===== src/rtl/request_encoder_seq_pkg.sv =====
// rtl/request_encoder_seq_pkg.sv - shared state encodings and default widths for request_encoder_seq
package request_encoder_seq_pkg;

  localparam int N_IN_DEF   = 4;
  localparam int CODE_W_DEF = 2;

  localparam logic [0:0] ST_IDLE = 1'b0;
  localparam logic [0:0] ST_EMIT = 1'b1;

endpackage


===== src/rtl/request_encoder_seq_priority_encoder_comb.sv =====
// rtl/request_encoder_seq_priority_encoder_comb.sv - combinational priority encoder, highest set bit wins
module priority_encoder_comb #(
  parameter int N_IN   = 4,
  parameter int CODE_W = 2
) (
  input  logic [N_IN-1:0]   pending,
  output logic [CODE_W-1:0] idx,
  output logic              any
);

  // Ascending scan: a later (higher) set bit overrides any lower one.
  always_comb begin
    idx = '0;
    any = 1'b0;
    for (int i = 0; i < N_IN; i++) begin
      if (pending[i]) begin
        idx = CODE_W'(i);
        any = 1'b1;
      end
    end
  end

endmodule


===== src/rtl/request_encoder_seq.sv =====
// rtl/request_encoder_seq.sv - captures a request vector and issues one code per handshake, highest priority first
module request_encoder_seq
  import request_encoder_seq_pkg::*;
#(
  parameter int N_IN   = N_IN_DEF,
  parameter int CODE_W = CODE_W_DEF
) (
  input  logic              clk,
  input  logic              reset,
  input  logic [N_IN-1:0]   req_in,
  input  logic              req_load,
  output logic              load_ready,
  output logic [CODE_W-1:0] code,
  output logic              code_valid,
  input  logic              code_ready,
  output logic              done
);

  logic [0:0]        r_state;
  logic [N_IN-1:0]   r_pending;
  logic [CODE_W-1:0] r_code;
  logic              r_valid;
  logic              r_done;
  logic              r_load_ready;

  logic              w_accept;
  logic [N_IN-1:0]   w_pending_next;
  logic [N_IN-1:0]   w_enc_in;
  logic [CODE_W-1:0] w_enc_idx;
  logic              w_enc_any;

  assign w_accept       = r_valid && code_ready;
  assign w_pending_next = r_pending & ~(N_IN'(1) << r_code);

  // One encoder serves both the first code of a batch and every follow-on code.
  assign w_enc_in = (r_state == ST_IDLE) ? req_in : w_pending_next;

  priority_encoder_comb #(
    .N_IN   (N_IN),
    .CODE_W (CODE_W)
  ) u_prio (
    .pending (w_enc_in),
    .idx     (w_enc_idx),
    .any     (w_enc_any)
  );

  always_ff @(posedge clk) begin
    if (reset) begin
      r_state      <= ST_IDLE;
      r_pending    <= '0;
      r_code       <= '0;
      r_valid      <= 1'b0;
      r_done       <= 1'b0;
      r_load_ready <= 1'b1;
    end else begin
      r_done <= 1'b0;
      case (r_state)
        ST_IDLE: begin
          if (req_load && w_enc_any) begin
            r_pending    <= req_in;
            r_code       <= w_enc_idx;
            r_valid      <= 1'b1;
            r_load_ready <= 1'b0;
            r_state      <= ST_EMIT;
          end
        end
        ST_EMIT: begin
          if (w_accept) begin
            r_pending <= w_pending_next;
            if (w_enc_any) begin
              r_code <= w_enc_idx;
            end else begin
              // Last bit served: code keeps its final value.
              r_valid      <= 1'b0;
              r_done       <= 1'b1;
              r_load_ready <= 1'b1;
              r_state      <= ST_IDLE;
            end
          end
        end
        default: begin
          r_state      <= ST_IDLE;
          r_pending    <= '0;
          r_valid      <= 1'b0;
          r_load_ready <= 1'b1;
        end
      endcase
    end
  end

  assign load_ready = r_load_ready;
  assign code       = r_code;
  assign code_valid = r_valid;
  assign done       = r_done;

endmodule


===== config.mk =====
export PLATFORM = sky130hd
export DESIGN_NAME = request_encoder_seq
export DESIGN_NICKNAME = d
export VERILOG_FILES = /design/src/rtl/request_encoder_seq_pkg.sv /design/src/rtl/request_encoder_seq_priority_encoder_comb.sv /design/src/rtl/request_encoder_seq.sv
export SDC_FILE = /design/constraint.sdc
export NUM_CORES = 1
export LEC_CHECK = 0
export CORE_AREA = 2 2 39 41
export DETAILED_ROUTE_END_ITERATION = 6
export DIE_AREA = 0 0 41 43
export DONT_BUFFER_PORTS = 1
export SLEW_MARGIN = 0
export SYNTH_ARGS = -nofsm -noshare
export SYNTH_HDL_FRONTEND = slang
export SYNTH_HIERARCHICAL = 1
export SYNTH_SLANG_ARGS = --single-unit

===== constraint.sdc =====
create_clock -name clk -period 2.3 [get_ports clk]
set_input_delay 0.345 -clock clk [delete_from_list [all_inputs] [get_ports clk]]
set_output_delay 0.345 -clock clk [all_outputs]
set_load 0.01 [all_outputs]

==> metrics.md, run 1 <==
| Metric | Value |
|---|---|
| Status | completed |
| Core area | 0.00138 mm^2 |
| Standard-cell rows | 14 |
| Clock Root Buffer | clkbuf_4 |
| Critical Path Start Type | register |
| Worst-path cell chain | nand2b_1 > nand3_1 > nand2_1 > or2_1 > or3_1 > and3b_1 > or2_4 > a311oi_2 |
| H-tree depth | 1 |
| Pwr Total | roughly 470 uW |
| Max Slew Vio Count | 0 |
| Chip height | about 43 um |
| Critical path endpoint category | register |
| Sequential area share after synthesis | 36.4% |
| Distinct cell type count after synthesis | 22 |
| Total GRT Usage | 15.0% |
| Worst Path Arrival | ~2300 ps |
| Commonest cells in the netlist | nand2b_1, dfxtp_1, nand2_1, a311oi_2, nor3_1 |
| Clock Sinks | 10 |
| Clk buf depth | 2 |
| CTS hold repair buffers | 0 |
| Final #Nets | 75 |
| Mapped Nets | 71 |
| Flop-to-flop setup slack | between 150 and 200 ps |
| Final Wtd Congestion | 0.757 |
| Final Util | 43.8% |
| Class of the worst hold path | in -> reg |
| Finished Cell Area | approximately 600 um^2 |
| Synthesized netlist cell count | 63 |
| Drt pass-1 iters | 4 |
| Cell area after placement | around 570 um^2 |
| Yosys warns | 6 |
| RSZ-0062 raised after global routing | false |
| PwrDens | about 770 mW/mm^2 |
| Vias in the first global route | approximately 400 |
| Most common cell in the netlist | nand2b_1 |
| Final setup TNS | 0 ps |
| Die width | 41 um |
| Final hold vios | 0 |
| Via count | approximately 430 |
| DRT iter0 DRCs | 5 |
| Crit share post-route | 91.8% |
| P&R area growth vs syn | 10.3% |
| Top cells by area, synth | dfxtp_1, nand2b_1, a311oi_2 |
| Initial Util | 39.7% |
| Post-synth EDFFs | 0 |
| Full die area | 0.00176 mm^2 |
| Final ANT Viol Nets | 0 |
| Worst vdd ir | ~440 uV |
| Post-CTS setup repair buffer count | 0 |
| Fillcell total | around 140 |
| Largest net degree at the start of global routing | 13 |
| Largest stage delay, worst path | roughly 380 ps |
| Worst rel slew slack | 81.6% |
| ANT cells | 0 |
| Vias/cell | ~5.3 |
| Total gr overflow | 0 |
| Largest area contributor in the netlist | dfxtp_1 |
| # setup viols final | 0 |
| CP delay by family, top | simple AND/OR/NAND/NOR gates |
| Post_cts resized | 0 |
| Skew-Pair Late Insertion Delay | between 200 and 300 ps |
| Pleak | around 0.25 nW |
| DR DRC count | 0 |
| Worst path bufs/invs | 0 |
| IO buf count | 0 |
| First-pass GRT wire length | between 1500 and 2000 um |
| Max Cap Viol | 0 |
| CTS clock-pin slew for the worst setup and hold paths | about 70 ps |
| CTS tree | done |
| Crit Path Max Fanout | 6 |
| Flop and latch count out of synthesis | 10 |
| WS Path Type | reg -> reg |
| CTS Buf Count | 3 |
| Initial antenna violation count | 0 |
| Synth Flop Type | dfxtp_1 |
| Layout cells sized above 1 | a little under a fifth |
| Critical path's slowest cell | dfxtp_1 |
| WP data required | roughly 2500 ps |
| Clk_skew | 2.79 ps |
| Final wirelength | about 1100 um |
| Peak Freq | approximately 470 MHz |
| WL per Instance | about 14 um |
| Mapped cell area | between 500 and 600 um^2 |
| Slew @ Worst Pin | ~280 ps |
| Post-route minimum period | between 2000 and 2500 ps |
| I/O Pins | 13 |
| Post-synth top area share | 36.4% |
| Mean Syn Cell Area | 8.72 um^2 |
| Async set or reset register ratio after synthesis | 0% |
-- flip-flops by register name (all words and copies together) (netlist names) --
register    cells
code_valid      1
done            1
code            2
r_pending       4
load_ready      1
r_state         1
-- layout by cell type (no fill, tap or decap), drive strengths merged --
cell type / synthesis / routed
nand2b: 12 / 12
dfxtp: 10 / 10
nand2: 7 / 7
nor3: 4 / 4
a311oi: 4 / 4
clkbuf: 3 / 4
nand3: 3 / 3
a21oi: 3 / 3
buf: 1 / 3
and3b: 2 / 2
mux2i: 2 / 2
nor2: 2 / 2
or2: 2 / 2
o211ai: 1 / 1
and3: 1 / 1
o21bai: 1 / 1
o21a: 1 / 1
a2bb2oi: 1 / 1
or3: 1 / 1
inv: 1 / 1
a21o: 1 / 1
-- final timing paths --
check                            start                         to  cells after the start
max reg2reg       code[0]$_SDFFE_PP0P_  r_pending[1]$_SDFFE_PP0P_                      8
min reg2reg  r_pending[3]$_SDFFE_PP0P_  r_pending[3]$_SDFFE_PP0P_                      2
min                              reset  r_pending[3]$_SDFFE_PP0P_                      1
max               code[0]$_SDFFE_PP0P_  r_pending[1]$_SDFFE_PP0P_                      8
-- stage by stage --
stage / setup slack [ps] / hold slack [ps] / cells
after detailed placement: 195 / 417 / 78
after floorplan: 32.9 / 490 / 63
after global placement: 214 / 415 / 78
after CTS: 181 / 140 / 82
after global routing: 31.4 / 126 / 82
final: 188 / 143 / 82
-- layer usage --
layer,track usage [%],share of wire [%]
met4,6.00,0
met3,5.76,4.4
met2,20.6,45
met1,20.3,50
met5,0,0
-- cell families (layout without fill, tap and decap cells) --
kind of cell,Yosys count,after routing,share of synthesized area (%)
AOI/OAI and AO/OA,12,12,20.7
buffers and inverters,5,8,4.78
DFF,10,10,36.4
muxes,2,2,3.64
and+or+nand+nor,34,34,34.4
-- layout make-up --
type	instances	area, um^2	area share (%)
clock buffers	4	36.3	5.99
inverters	1	3.75	0.620
multi-input cells	48	323	53.3
flip-flops and latches	10	200	33.1
well taps	16	20.0	3.31
repair buffers	3	22.5	3.72
-- report_power, final --
group / total (mW) / switching, mW / internal, mW
Sequential: 0.214 / 0.0225 / 0.192
Combinational: 0.0930 / 0.0443 / 0.0487
Clock: 0.158 / 0.0622 / 0.0960
Total: 0.466 / 0.129 / 0.337
Note: power is estimated with default switching activity, not from simulation.
==> run 2: changes to the inputs <==
- HOLD_SLACK_MARGIN: default -> 0.1
==> results of run 2 <==
Same layout as run 1: the final DEF is identical, and so are final timing and power.
==> run 3: changes to the inputs <==
- CTS_CLUSTER_SIZE: default -> 24
- SKIP_LAST_GASP: default -> 1
==> results of run 3 <==
Same layout as run 1: the final DEF is identical, and so are final timing and power.
